[config.mk]
export PLATFORM = sky130hd
export DESIGN_NAME = core_unwind
export DESIGN_NICKNAME = d
export VERILOG_FILES = /design/src/rtl/core_pkg.sv /design/src/rtl/core_unwind_stage.sv /design/src/rtl/core_unwind.sv
export SDC_FILE = /design/constraint.sdc
export NUM_CORES = 2
export LEC_CHECK = 0
export CORE_UTILIZATION = 57
export CTS_CLUSTER_SIZE = 25
export DETAILED_ROUTE_END_ITERATION = 8
export PLACE_DENSITY_LB_ADDON = 0.05
export SLEW_MARGIN = 20
export SYNTH_ARGS = -nofsm -noshare
export SYNTH_HDL_FRONTEND = slang
export SYNTH_SLANG_ARGS = --single-unit
export TNS_END_PERCENT = 5
[constraint.sdc]
create_clock -name clk -period 24.2 [get_ports clk]
set_input_delay 4.84 -clock clk [delete_from_list [all_inputs] [get_ports clk]]
set_output_delay 4.84 -clock clk [all_outputs]
set_load 0.1 [all_outputs]
[src/rtl/core_pkg.sv]
// Shared constants and types for the core arithmetic chain and its decoder.
package core_pkg;

  typedef logic [31:0] core_word_t;

  localparam core_word_t CORE_BASE  = 32'hDEAD_BEEF;
  localparam int         CORE_N_SUB = 19;
  localparam int         CORE_CNT_W = 16;
  // Sum of (CORE_BASE + i) for i = 1..19, modulo 2^32
  localparam core_word_t CORE_TOTAL = 32'h86E5_2C7B;

endpackage

[src/rtl/core_unwind_stage.sv]
// One decoder pipeline register: subtracts a fixed constant and carries a valid bit.
module core_unwind_stage
  import core_pkg::*;
#(
  parameter core_word_t K = CORE_BASE
) (
  input  logic       clk,
  input  logic       rst,
  input  logic       en,
  input  core_word_t prev_data,
  input  logic       prev_valid,
  output core_word_t data,
  output logic       valid
);

  always_ff @(posedge clk or posedge rst) begin
    if (rst) begin
      data  <= '0;
      valid <= 1'b0;
    end else if (en) begin
      data  <= prev_data - K;
      valid <= prev_valid;
    end
  end

endmodule

[src/rtl/core_unwind.sv]
// Decoder for the core chain: input register plus N_SUB subtract stages under one
// global enable, with a saturating count of delivered words.
module core_unwind
  import core_pkg::*;
#(
  parameter int         N_SUB = CORE_N_SUB,
  parameter core_word_t BASE  = CORE_BASE,
  parameter int         CNT_W = CORE_CNT_W
) (
  input  logic             clk,
  input  logic             rst,
  input  logic [31:0]      in_data,
  input  logic             in_valid,
  output logic             in_ready,
  output logic [31:0]      out_data,
  output logic             out_valid,
  input  logic             out_ready,
  output logic [CNT_W-1:0] out_count
);

  logic             adv;
  core_word_t       s0_data_reg;
  logic             s0_valid_reg;
  core_word_t       stage_data  [0:N_SUB];
  logic [N_SUB:0]   stage_valid;
  logic [CNT_W-1:0] count_reg;

  // A full last slot that the sink refuses freezes the whole pipe.
  assign adv      = !stage_valid[N_SUB] | out_ready;
  assign in_ready = adv;

  always_ff @(posedge clk or posedge rst) begin
    if (rst) begin
      s0_data_reg  <= '0;
      s0_valid_reg <= 1'b0;
    end else if (adv) begin
      s0_data_reg  <= in_data;
      s0_valid_reg <= in_valid;
    end
  end

  assign stage_data[0]  = s0_data_reg;
  assign stage_valid[0] = s0_valid_reg;

  // Stage gi removes term (N_SUB+1-gi): terms come off in reverse encoder order.
  generate
    for (genvar gi = 1; gi <= N_SUB; gi++) begin : g_stage
      core_unwind_stage #(
        .K(core_word_t'(BASE + 32'(N_SUB + 1 - gi)))
      ) u_stage (
        .clk       (clk),
        .rst       (rst),
        .en        (adv),
        .prev_data (stage_data[gi-1]),
        .prev_valid(stage_valid[gi-1]),
        .data      (stage_data[gi]),
        .valid     (stage_valid[gi])
      );
    end
  endgenerate

  assign out_data  = stage_data[N_SUB];
  assign out_valid = stage_valid[N_SUB];

  always_ff @(posedge clk or posedge rst) begin
    if (rst) begin
      count_reg <= '0;
    end else if (out_valid && out_ready && (count_reg != {CNT_W{1'b1}})) begin
      count_reg <= count_reg + 1'b1;
    end
  end

  assign out_count = count_reg;

endmodule

# --- Word-level counts from Yosys, hierarchy flattened ---
# Index checks and enable logic that the tools add are counted.
word_totals:
  in_bits: 36
  reg_bits: 676
  wordCells: 66
  out_inout_bits: 50
classes:
  n_addsub: 20
  bitwise_logic: 1
  eq_ne: 1
  n_reduce_logical: 3
op_table:
  columns: ["cell", "count"]
  rows:
  - ["$sub 32x32->32 const B", 19]
  - ["$add 16x1->16 const B", 1]
  - ["$ne 16x16->1 const B", 1]
  - ["$logic_and 1x1->1", 2]
  - ["$logic_not 1->1", 1]
  - ["$or 1x1->1", 1]

# --- Longest topological paths before layout ---
depth:
  ltp_word: 2
  depth_mapped: 9
  mapped_depth_nobuf: 9

# --- Modules after synthesis ---
# From an unflattened synthesis, not the netlist that was laid out.
unflattened:
  cells_unflattened: 4270
  hier_area_um2: 40510.1
modules_own_cells:
  columns: ["mod", "cells_each", "area_per_inst_um2", "seq_area_each_um2", "n_inst"]
  rows:
  - ["core_unwind_stage (g_stage[4].u_stage)", 239, 2183.3, 825.8, 1]
  - ["core_unwind_stage (g_stage[14].u_stage)", 234, 2173.3, 825.8, 1]
  - ["core_unwind_stage (g_stage[9].u_stage)", 236, 2129.5, 825.8, 1]
  - ["core_unwind_stage (g_stage[18].u_stage)", 233, 2125.8, 825.8, 1]
  - ["core_unwind_stage (g_stage[6].u_stage)", 238, 2124.5, 825.8, 1]
  - ["core_unwind_stage (g_stage[10].u_stage)", 235, 2103.3, 825.8, 1]
  - ["core_unwind_stage (g_stage[12].u_stage)", 228, 2100.8, 825.8, 1]
  - ["core_unwind_stage (g_stage[5].u_stage)", 226, 2078.2, 825.8, 1]
  - ["core_unwind", 148, 2044.5, 1226.2, 1]
  - ["core_unwind_stage (g_stage[7].u_stage)", 214, 2034.5, 825.8, 1]
  - ["core_unwind_stage (g_stage[11].u_stage)", 212, 2018.2, 825.8, 1]
  - ["core_unwind_stage (g_stage[2].u_stage)", 217, 2010.7, 825.8, 1]
  - ["core_unwind_stage (g_stage[13].u_stage)", 214, 1983.2, 825.8, 1]
  - ["core_unwind_stage (g_stage[15].u_stage)", 209, 1963.1, 825.8, 1]
  - ["6 more rows", null, null, null, null]

# --- Least setup slack after synthesis ---
# OpenSTA, ideal clock, no wires.
synth_timing:
  path_type: "input port to output port"
  startpoint: "in out_ready"
  endpoint: "out in_ready"
  path_buffers: 3
  cell_stages: 5
  slack_ps: 12896
  arrival_ps: 6464
  required_time_ps: 19360
  cell_sequence: "nor2b_1 -> buf_2 -> inv_2 -> clkbuf_1 -> clkbuf_1"
synth_via:
  elab_chain_len: 1
synth_lines:
  columns: ["element", "line_no", "rtl"]
  rows:
  - ["from (decl)", "core_unwind.sv:17", "input logic out_ready,"]
  - ["$or 1x1->1", "core_unwind.sv:29", "assign adv = !stage_valid[N_SUB] | out_ready;"]
  - ["to (decl)", "core_unwind.sv:14", "output logic in_ready,"]
# Every way passes these cells.

# --- Final worst setup path ---
# Same ends and word-level chain as after synthesis.

==> run metrics <==
die height between 200 and 300 um; later-pin clock latency in the skew report 0.61 ns; proportion of synthesized flip-flops having asynchronous set or reset 100%; Reg2Reg Setup Slack between 15 and 20 ns; sink count of the clock tree 676; sw frac between 40 and 50%; Syn Inst Count 3985; Worst Tran Pin Value about 1.1 ns; number of core rows 90; Critical Path Sink Type output pin; synthesized net count 4041; Crit Path Max Fanout 129; number of gates given a new drive strength after cts 0; register bit total from synthesis 676; area fraction of the dominant cell type after synthesis between 40% and 50%; largest net degree at the start of global routing between 200 and 250; crit-path most repeated cell sky130_fd_sc_hd__clkdlybuf4s50_1; overall fraction of global-route tracks in use between 20% and 30%; via count of the first global-routing pass approximately 25000; Placed Cells incl. Taps 4688; diodes inserted 0; number of slew-limit violations in the final report 0; slowest stage cell on the critical path sky130_fd_sc_hd__clkdlybuf4s50_1; highest-count cells in the layout ignoring fill and taps sky130_fd_sc_hd__nand2_1, sky130_fd_sc_hd__dfrtp_1, sky130_fd_sc_hd__nor2_1; CTS tree built; sequential share of power 40.4%; global-route wire length before repair 124000 um; Area contributors post-synth sky130_fd_sc_hd__dfrtp_1, sky130_fd_sc_hd__nand2_1, sky130_fd_sc_hd__xor2_1; count of port buffers added during placement 85; Final HPWL DP 47200 um; Die Width roughly 250 um; number of distinct standard cells referenced by the synthesized netlist 82; H-tree depth 3; final worst-path cycle share between 50% and 60%; nets approximately 4000; number of setup violations in the final report 0; required arrival time at the worst endpoint between 15 and 20 ns; global route overflow 0; synthesis-to-finish area growth 10.7%; total core area about 0.06 mm^2; number of antenna violations at the first check in global routing 0; worst clock skew 0.0162 ns; Final Wtd Congestion 0.810; flip-flop count of the largest register, all copies and words added roughly 610; number of fill cells 5332; number of clock buffers inserted by TritonCTS 75; fraction of layout cells with a size suffix above 1 4.65%; setup TNS 0 ns; number of vias in the routed layout 26500; Syn Area/Cell 8.82 um^2; final standard cell count with taps included and fillers excluded 4821; overall die area 0.0626 mm^2; total length of routed wires 71400 um; area of combinational cells with multiple inputs approximately 0.017 mm^2; ANT nets after route 0; number of buffers on the longest clock path 3; cell area after technology mapping 0.0351 mm^2; Worst Path Class, Setup primary input to output pin; WP buf/inv 4; # Max-Cap Violations 0; effective utilization at floorplan 58.0%; highest attainable clock frequency 0.0799 GHz; CP delay by family, top buffers and inverters; DRC violation count after routing 0; combinational power share 40.8%; Clock Power Share 18.9%; sequence of cells on the critical path clkdlybuf4s50_1, nor2b_4, buf_4, inv_8, clkdlybuf4s50_1; Internal 3.45 mW; Yosys warning total 0; post-detailed-route wirelength per cell roughly 15 um; Power Dens Cells around 160 mW/mm^2; Hold WC Path Type flip-flop to flip-flop; most area-hungry cell type in the Yosys netlist sky130_fd_sc_hd__dfrtp_1; buffers inserted during post-CTS setup optimization 0; number of hold-slack violations in the final timing report 0; clock-pin slew on the worst setup and hold paths 0.06 ns; hold-fix buffer count after cts 0; I/O Pins 86; highest cell delay on the worst timing path 1.11 ns; Main synth FF type sky130_fd_sc_hd__dfrtp_1; worst supply voltage drop on vdd 104 uV; NetSw 2.59 mW; Critical Path Source Type primary input; FF/Latch Area 0.0169 mm^2; result of the run finished clean; setup repair after global routing missed its margin false; worst rel slew slack 27.9%; worst path arrival time 7.68 ns; Clock Root Buffer sky130_fd_sc_hd__clkbuf_16; leakage dissipation ~16 nW; vias per cell 5.50; Starting DRT DRC Count 1612; TritonRoute pass-1 iters 6; Seq/Total Area, Yosys 48.2%; most common cell after layout, fill and taps aside sky130_fd_sc_hd__nand2_1; number of enable flip-flop cells after synthesis 0; time the final worst path needs with I/O delays and setup 12.52 ns
## through the flow
stage	utilization (%)	power, mW	instance area, um^2	hold slack, ns	setup WS [ns]
finish	64.2	6.04	38900	0.452	11.68
floorplan	-	4.31	35100	0.430	0.410
CTS	64.2	6.11	38900	0.456	11.60
detailed placement	60.2	4.94	36400	0.452	11.60
global route	64.2	6.55	38900	0.482	11.39
global placement	60.2	4.87	36400	0.446	11.61
## cell type report
type / instances / share of cell area, %
clock buffer: 120 / 5.86
multi-input combinational: 3055 / 44.4
inverter: 73 / 0.743
sequential: 676 / 43.5
clock inverter: 13 / 0.450
timing repair buffer: 102 / 2.60
tap: 782 / 2.51
## per-layer routing
layer	GRT usage, %	wire (um)	vias to the layer above
met4	5.17	1170	0
met3	3.21	1860	88
met5	0	0	-
li1	-	-	13500
met1	33.3	34600	12700
met2	37.9	33700	245
## cells by family (layout without fill, tap and decap cells)
kind of cell,Yosys count,count (layout),share of synthesized area (%)
and+or+nand+nor,1517,1517,18.8
buffers and inverters,254,308,2.75
AOI/OAI and AO/OA,981,981,16.2
muxes,7,7,0.214
xor gates and xnor gates,530,530,13.2
adders and majority gates,20,20,0.712
DFF,676,676,48.2
## worst paths after layout
| check | start | end | depth (start not counted) |
|---|---|---|---|
| max in group asynchronous | rst | g_stage[3].u_stage.data[22]$_DFFE_PP0P_ | 4 |
| max reg2reg | g_stage[19].u_stage.valid$_DFFE_PP0P_ | g_stage[11].u_stage.data[5]$_DFFE_PP0P_ | 6 |
| max | out_ready | in_ready | 5 |
| min reg2reg | g_stage[16].u_stage.data[1]$_DFFE_PP0P_ | g_stage[17].u_stage.data[1]$_DFFE_PP0P_ | 1 |
| min | g_stage[16].u_stage.data[1]$_DFFE_PP0P_ | g_stage[17].u_stage.data[1]$_DFFE_PP0P_ | 1 |
| min in group asynchronous | rst | g_stage[19].u_stage.data[3]$_DFFE_PP0P_ | 2 |
## power groups by stage
stage	Sequential (mW)	Combinational [mW]	Clock, mW
after floorplan	2.44	1.86	0
after global placement	2.44	2.43	0
after detailed placement	2.45	2.49	0
after CTS	2.44	2.50	1.17
after global routing	2.55	2.80	1.21
final	2.44	2.46	1.14
## cell usage after synthesis (6+ instances only)
master                     number
sky130_fd_sc_hd__nor2b_1       26
sky130_fd_sc_hd__a211oi_1      10
sky130_fd_sc_hd__and2_1        20
sky130_fd_sc_hd__nand4_1       50
sky130_fd_sc_hd__or3_1         16
sky130_fd_sc_hd__or2_2         10
sky130_fd_sc_hd__o41ai_1        6
sky130_fd_sc_hd__o21ai_0      394
sky130_fd_sc_hd__nand2_1      749
sky130_fd_sc_hd__and4_1        20
sky130_fd_sc_hd__ha_1          20
sky130_fd_sc_hd__nor3b_1        8
sky130_fd_sc_hd__nor4_1        10
sky130_fd_sc_hd__o21ai_1       17
sky130_fd_sc_hd__a21boi_0       8
sky130_fd_sc_hd__a21oi_1      322
sky130_fd_sc_hd__a41oi_1        6
sky130_fd_sc_hd__dfrtp_1      676
sky130_fd_sc_hd__a31o_2        11
sky130_fd_sc_hd__o31ai_1       26
sky130_fd_sc_hd__nand2b_1      17
sky130_fd_sc_hd__nor3_1        29
sky130_fd_sc_hd__a41o_1         6
sky130_fd_sc_hd__a31oi_1       50
sky130_fd_sc_hd__nor2_1       415
sky130_fd_sc_hd__o21ba_2        8
sky130_fd_sc_hd__a21o_1        14
sky130_fd_sc_hd__o21a_1        14
sky130_fd_sc_hd__inv_1         72
sky130_fd_sc_hd__clkbuf_1     175
sky130_fd_sc_hd__nand3_1       78
sky130_fd_sc_hd__xnor2_1      230
sky130_fd_sc_hd__and3_1        44
sky130_fd_sc_hd__o21bai_1      27
sky130_fd_sc_hd__xor2_1       300
Power figures use the tool's default switching activity.
